==> src/rtl/id_stage_pkg.sv <==
// Shared ARM decode encodings: instruction modes, data-processing opcodes,
// ALU commands, condition codes and NZCV flag positions.
package id_stage_pkg;

    typedef enum logic [1:0] {
        MODE_DP  = 2'b00,
        MODE_MEM = 2'b01,
        MODE_BR  = 2'b10,
        MODE_RSV = 2'b11
    } mode_e;

    localparam logic [3:0] OP_AND = 4'b0000;
    localparam logic [3:0] OP_EOR = 4'b0001;
    localparam logic [3:0] OP_SUB = 4'b0010;
    localparam logic [3:0] OP_ADD = 4'b0100;
    localparam logic [3:0] OP_ADC = 4'b0101;
    localparam logic [3:0] OP_SBC = 4'b0110;
    localparam logic [3:0] OP_TST = 4'b1000;
    localparam logic [3:0] OP_CMP = 4'b1010;
    localparam logic [3:0] OP_ORR = 4'b1100;
    localparam logic [3:0] OP_MOV = 4'b1101;
    localparam logic [3:0] OP_MVN = 4'b1111;

    typedef enum logic [3:0] {
        EXE_NOP = 4'b0000,
        EXE_MOV = 4'b0001,
        EXE_ADD = 4'b0010,
        EXE_ADC = 4'b0011,
        EXE_SUB = 4'b0100,
        EXE_SBC = 4'b0101,
        EXE_AND = 4'b0110,
        EXE_ORR = 4'b0111,
        EXE_EOR = 4'b1000,
        EXE_MVN = 4'b1001
    } exe_cmd_e;

    typedef enum logic [3:0] {
        COND_EQ = 4'b0000, COND_NE = 4'b0001, COND_CS = 4'b0010, COND_CC = 4'b0011,
        COND_MI = 4'b0100, COND_PL = 4'b0101, COND_VS = 4'b0110, COND_VC = 4'b0111,
        COND_HI = 4'b1000, COND_LS = 4'b1001, COND_GE = 4'b1010, COND_LT = 4'b1011,
        COND_GT = 4'b1100, COND_LE = 4'b1101, COND_AL = 4'b1110, COND_NV = 4'b1111
    } cond_e;

    localparam int FLAG_N = 3;
    localparam int FLAG_Z = 2;
    localparam int FLAG_C = 1;
    localparam int FLAG_V = 0;

    // Index 15 is the PC: never stored in the file, read back as pc_in.
    localparam logic [3:0] PC_IDX = 4'hF;

endpackage

==> src/rtl/id_stage_register_file.sv <==
// Architectural register file R0-R14 with one write port and two
// combinational read ports that bypass the same-cycle WB write.
module register_file
    import id_stage_pkg::*;
#(
    parameter int NUM_REGS = 15,
    parameter int WORD     = 32
) (
    input  logic            clk,
    input  logic            rst,
    input  logic            wr_en,
    input  logic [3:0]      wr_idx,
    input  logic [WORD-1:0] wr_data,
    input  logic [WORD-1:0] pc_in,
    input  logic [3:0]      rd_idx_a,
    input  logic [3:0]      rd_idx_b,
    output logic [WORD-1:0] rd_data_a,
    output logic [WORD-1:0] rd_data_b
);

    logic [WORD-1:0] regs [NUM_REGS];
    logic            wr_live;

    assign wr_live = wr_en && (wr_idx != PC_IDX) && !rst;

    always_ff @(posedge clk or posedge rst) begin
        if (rst) begin
            for (int i = 0; i < NUM_REGS; i++) regs[i] <= '0;
        end else if (wr_live) begin
            regs[wr_idx] <= wr_data;
        end
    end

    function automatic logic [WORD-1:0] read_port(input logic [3:0] idx);
        if (rst)                             return '0;
        else if (idx == PC_IDX)              return pc_in;
        else if (wr_live && wr_idx == idx)   return wr_data;
        else                                 return regs[idx];
    endfunction

    assign rd_data_a = read_port(rd_idx_a);
    assign rd_data_b = read_port(rd_idx_b);

endmodule

==> src/rtl/id_stage.sv <==
// ARM instruction-decode stage: control unit, condition check, source
// extraction for the hazard unit and the register file read/write.
module id_stage
    import id_stage_pkg::*;
#(
    parameter int NUM_REGS = 15,
    parameter int WORD     = 32
) (
    input  logic            clk,
    input  logic            rst,
    input  logic [WORD-1:0] pc_in,
    input  logic [31:0]     instruction,
    input  logic [3:0]      status,
    input  logic            hazard,
    input  logic            wb_wb_en,
    input  logic [3:0]      wb_dest,
    input  logic [WORD-1:0] wb_value,
    output logic [WORD-1:0] pc,
    output logic            wb_en,
    output logic            mem_r_en,
    output logic            mem_w_en,
    output logic            b,
    output logic            s,
    output logic [3:0]      exe_cmd,
    output logic [WORD-1:0] val_rn,
    output logic [WORD-1:0] val_rm,
    output logic            imm,
    output logic [11:0]     shift_operand,
    output logic [23:0]     signed_imm_24,
    output logic [3:0]      dest,
    output logic [3:0]      src1,
    output logic [3:0]      src2,
    output logic            two_src
);

    logic [3:0] cond, opcode, rn, rd, rm;
    logic [1:0] mode;
    logic       s_bit;

    assign cond   = instruction[31:28];
    assign mode   = instruction[27:26];
    assign opcode = instruction[24:21];
    assign s_bit  = instruction[20];
    assign rn     = instruction[19:16];
    assign rd     = instruction[15:12];
    assign rm     = instruction[3:0];

    exe_cmd_e exe_pre;
    logic     wb_pre, mr_pre, mw_pre, b_pre, s_pre;

    always_comb begin
        exe_pre = EXE_NOP;
        wb_pre  = 1'b0;
        mr_pre  = 1'b0;
        mw_pre  = 1'b0;
        b_pre   = 1'b0;
        s_pre   = 1'b0;
        case (mode_e'(mode))
            MODE_DP: begin
                s_pre  = s_bit;
                wb_pre = 1'b1;
                case (opcode)
                    OP_MOV:  exe_pre = EXE_MOV;
                    OP_MVN:  exe_pre = EXE_MVN;
                    OP_ADD:  exe_pre = EXE_ADD;
                    OP_ADC:  exe_pre = EXE_ADC;
                    OP_SUB:  exe_pre = EXE_SUB;
                    OP_SBC:  exe_pre = EXE_SBC;
                    OP_AND:  exe_pre = EXE_AND;
                    OP_ORR:  exe_pre = EXE_ORR;
                    OP_EOR:  exe_pre = EXE_EOR;
                    OP_CMP: begin
                        exe_pre = EXE_SUB;
                        wb_pre  = 1'b0;
                        s_pre   = 1'b1;
                    end
                    OP_TST: begin
                        exe_pre = EXE_AND;
                        wb_pre  = 1'b0;
                        s_pre   = 1'b1;
                    end
                    default: begin
                        wb_pre = 1'b0;
                        s_pre  = 1'b0;
                    end
                endcase
            end
            MODE_MEM: begin
                exe_pre = EXE_ADD;
                mr_pre  = s_bit;
                wb_pre  = s_bit;
                mw_pre  = !s_bit;
            end
            MODE_BR:  b_pre = 1'b1;
            default:  ;
        endcase
    end

    logic n_f, z_f, c_f, v_f, cond_ok;

    assign n_f = status[FLAG_N];
    assign z_f = status[FLAG_Z];
    assign c_f = status[FLAG_C];
    assign v_f = status[FLAG_V];

    always_comb begin
        case (cond_e'(cond))
            COND_EQ: cond_ok = z_f;
            COND_NE: cond_ok = !z_f;
            COND_CS: cond_ok = c_f;
            COND_CC: cond_ok = !c_f;
            COND_MI: cond_ok = n_f;
            COND_PL: cond_ok = !n_f;
            COND_VS: cond_ok = v_f;
            COND_VC: cond_ok = !v_f;
            COND_HI: cond_ok = c_f && !z_f;
            COND_LS: cond_ok = !c_f || z_f;
            COND_GE: cond_ok = (n_f == v_f);
            COND_LT: cond_ok = (n_f != v_f);
            COND_GT: cond_ok = !z_f && (n_f == v_f);
            COND_LE: cond_ok = z_f || (n_f != v_f);
            COND_AL: cond_ok = 1'b1;
            default: cond_ok = 1'b0;
        endcase
    end

    logic bubble;
    assign bubble = hazard || !cond_ok;

    assign wb_en    = wb_pre && !bubble;
    assign mem_r_en = mr_pre && !bubble;
    assign mem_w_en = mw_pre && !bubble;
    assign b        = b_pre  && !bubble;
    assign s        = s_pre  && !bubble;
    assign exe_cmd  = bubble ? 4'b0000 : exe_pre;

    // Store data lives in Rd, so the hazard unit must see Rd as the second source.
    assign src1    = rn;
    assign src2    = mw_pre ? rd : rm;
    assign two_src = !instruction[25] || mw_pre;

    assign pc            = pc_in;
    assign imm           = instruction[25];
    assign shift_operand = instruction[11:0];
    assign signed_imm_24 = instruction[23:0];
    assign dest          = rd;

    register_file #(
        .NUM_REGS (NUM_REGS),
        .WORD     (WORD)
    ) u_rf (
        .clk       (clk),
        .rst       (rst),
        .wr_en     (wb_wb_en),
        .wr_idx    (wb_dest),
        .wr_data   (wb_value),
        .pc_in     (pc_in),
        .rd_idx_a  (src1),
        .rd_idx_b  (src2),
        .rd_data_a (val_rn),
        .rd_data_b (val_rm)
    );

endmodule

==> config.mk <==
export PLATFORM = sky130hd
export DESIGN_NAME = id_stage
export DESIGN_NICKNAME = d
export VERILOG_FILES = /design/src/rtl/id_stage_pkg.sv /design/src/rtl/id_stage_register_file.sv /design/src/rtl/id_stage.sv
export SDC_FILE = /design/constraint.sdc
export NUM_CORES = 1
export LEC_CHECK = 0
export CAP_MARGIN = 20
export CORE_AREA = 2 2 296 298
export CTS_CLUSTER_DIAMETER = 40
export DETAILED_ROUTE_END_ITERATION = 8
export DIE_AREA = 0 0 298 300
export GPL_TIMING_DRIVEN = 0
export HOLD_SLACK_MARGIN = 0.15
export PLACE_DENSITY = 0.63
export SLEW_MARGIN = 20
export SYNTH_ARGS = -nofsm -noshare
export SYNTH_HDL_FRONTEND = slang
export SYNTH_SLANG_ARGS = --single-unit
==> constraint.sdc <==
create_clock -name clk -period 69.3 [get_ports clk]
set_input_delay 13.86 -clock clk [delete_from_list [all_inputs] [get_ports clk]]
set_output_delay 13.86 -clock clk [all_outputs]
set_load 0.03 [all_outputs]
==> impl_metrics.py <==
metrics = {
    "critical_path": {
        "slowest_delay_ns": 0.83,
        "crit_path_max_fanout": 10,
        "cp_cell_sequence": "clkdlybuf4s50_1, and4bb_2, buf_2, a21oi_4, inv_2, buf_2, clkbuf_1, a2111oi_0, a211oi_1, o311ai_1, a211oi_1, clkdlybuf4s50_1",
        "end_kind": "output port",
        "worst-path-buf-inv": 6,
        "path_class": "input port to output port",
        "start_kind": "input port",
        "slowest_stage": "clkdlybuf4s50_1",
        "cp.arrival_ns": 18.99,
        "critPathTopFamily": "buffers and inverters",
        "required_ns": 55.44,
    },
    "logic_synthesis": {
        "syn_inst": 2770,
        "postSynthAreaPerCell_um2": 10.8,
        "synth_fp_nets": 2878,
        "synth_compound_area_share_pct": 16.5,
        "ys_types": 55,
        "synthFlopType": "dfrtp_1",
        "async_flop_share_pct": 100,
        "synth_xor_xnor_area_share_pct": 0.379,
        "synthMuxAreaShare_pct": 29.2,
        "synth_top_family_by_area": "multiplexers",
        "synth.ff_latch_count": 480,
        "syn-cell-area_um2": 30000,
        "synth_warnings": 0,
        "synth_edf_count": 0,
        "yosys.area_share.adder_pct": 0,
        "ys_seq_area_share_pct": 40.0,
        "yosys.area_share.simple_pct": 6.57,
    },
    "floorplanning": {
        "start_util_pct": 34.8,
        "die_x_um": 298,
        "die-area_um2": 89400,
        "row_count": 108,
        "io_pins": 263,
        "dieHeight_um": 300,
        "core_area_um2": 86200,
    },
    "cells_and_area": {
        "fin_nets": 3219,
        "drive_gt1_share_pct": 30.0,
        "nFillCells": 8295,
        "largest_reg_flops": 480,
        "seqCellArea_um2": 12000,
        "area_growth_pct": 23.9,
        "fin_area_um2": 37200,
        "layoutNonFillerInstCount": 4341,
        "final_cell_mix": "mux2_2, dfrtp_1, nand2_1",
        "top_register": "u_rf.regs",
        "final_common_cell": "mux2_2",
        "reg_top3": "u_rf.regs x480",
        "multiInputGateArea_um2": 15800,
    },
    "routing": {
        "detail_route.first_pass.iterations": 7,
        "via_count": 26900,
        "ant_nets": 0,
        "detail_route.iter0.violations": 3457,
        "drc_errors": 0,
        "via_per_inst": 6.19,
        "totalWireLength_mm": 129,
        "wl_per_cell_um": 29.6,
    },
    "clock_network": {
        "cts_resized": 0,
        "numCtsBuffers": 85,
        "root_buffer": "clkbuf_16",
        "clock_path_buffers": 3,
        "cts.sinks": 480,
        "cts_tree": "yes",
        "cts.reportedPaths.clkPinSlew_ns": 0.05,
        "clk_latency_ns": 0.65,
        "h-tree-depth": 3,
        "hold_buffers": 0,
        "post_cts_buffers": 0,
    },
    "place": {
        "port_buffers": 246,
        "gp_congestion": 0.968,
        "place_hpwl_mm": 88.8,
        "place_area_um2": 34100,
        "dp_cells": 4179,
    },
    "flow_run": {
        "drv_cap": 0,
    },
    "sta": {
        "relSlewSlack_pct": 17.3,
        "min_period_ns": 32.85,
        "final-setup-viol-count": 0,
        "min_period_over_period_pct": 47.4,
        "rsz0062_at_grt": "no",
        "hold_violations": 0,
        "worst_slew_pin_slew_ns": 1.24,
        "slew_viol_final": 0,
        "fmax_mhz": 30.4,
        "tns_ns": 0,
        "skew_ns": 0,
    },
    "run_status": {
        "status": "finished, final reports clean",
    },
    "global_routing": {
        "track_usage_pct": 28.0,
        "grt.overflow.total": 0,
        "antenna_found_initial": 4,
        "grt_max_degree": 104,
        "grt_pass1_vias": 26400,
        "grt_pass1_wl_mm": 184,
    },
    "hold_path": {
        "hold_class": "register to register",
    },
    "pwr": {
        "leakagePower_nw": 15.1,
        "peakVddDrop_v": 0.0000206,
        "power_density_nw_per_um2": 28.8,
    },
}
## cell usage after synthesis, drive strengths merged (39+ instances only)
master	n	area, µm²
o21ai	77	385
nand2	256	961
dfrtp	480	12000
mux2i	91	915
a2111oi	65	569
mux2	481	5420
mux4	108	2430
clkbuf	178	668
a211oi	214	1710
a21oi	218	1110
nor2	39	146
nand2b	68	425
inv	104	390
buf	189	1140
## worst paths after layout
path,start,end,slack [ns],cells past startpoint
max in group asynchronous,rst,u_rf.regs[272],54.43,4
min in group asynchronous,rst,u_rf.regs[356],13.58,2
worst min-delay path,u_rf.regs[188],u_rf.regs[188],0.53,1
worst min register to register,u_rf.regs[188],u_rf.regs[188],0.53,1
worst max register to register,u_rf.regs[346],u_rf.regs[346],68.48,1
worst max-delay path,instruction[12],val_rm[31],36.45,12
## power by group
part / leakage [nW] / switching, W / internal (W)
logic: 7.49 / 0.000125 / 0.000115
registers: 6.16 / 0.0000461 / 0.000336
clock network: 1.47 / 0.000165 / 0.000287
## per-stage QoR
stage          total power (W)  util (%)  setup WS [ns]  hold slack [ns]
3_5_place_dp          0.000616      39.6          36.71            0.515
6_report               0.00107      43.2          36.45            0.527
2_1_floorplan         0.000531         -          27.31            0.493
3_3_place_gp          0.000610      39.4          18.07            0.504
4_1_cts                0.00106      43.1          36.70            0.524
5_1_grt                0.00111      43.2          36.34            0.540
## final cells by class
class | instances | share of cell area (%)
flip-flops and latches | 480 | 32.3
clock inverters | 58 | 2.03
diodes | 3 | 0.0202
well taps | 1155 | 3.88
inverters | 104 | 1.07
plain buffers | 367 | 4.88
multi-input cells | 1819 | 42.6
clock buffers | 101 | 6.21
repair buffers | 254 | 7.04
## cells by family after synthesis
logic type / count (synthesis)
flops: 480
xor+xnor: 13
buf+inv: 471
simple gates: 426
compound gates: 700
mux: 680
## metal layers
metal	global-route usage [%]	part of all wire (%)	vias up
li1	-	-	10900
met1	35.5	39	13500
met2	41.1	43	1993
met3	10.5	13	451
met4	15.6	5.9	6
met5	0.582	0.067	-
Power figures use the tool's default switching activity.
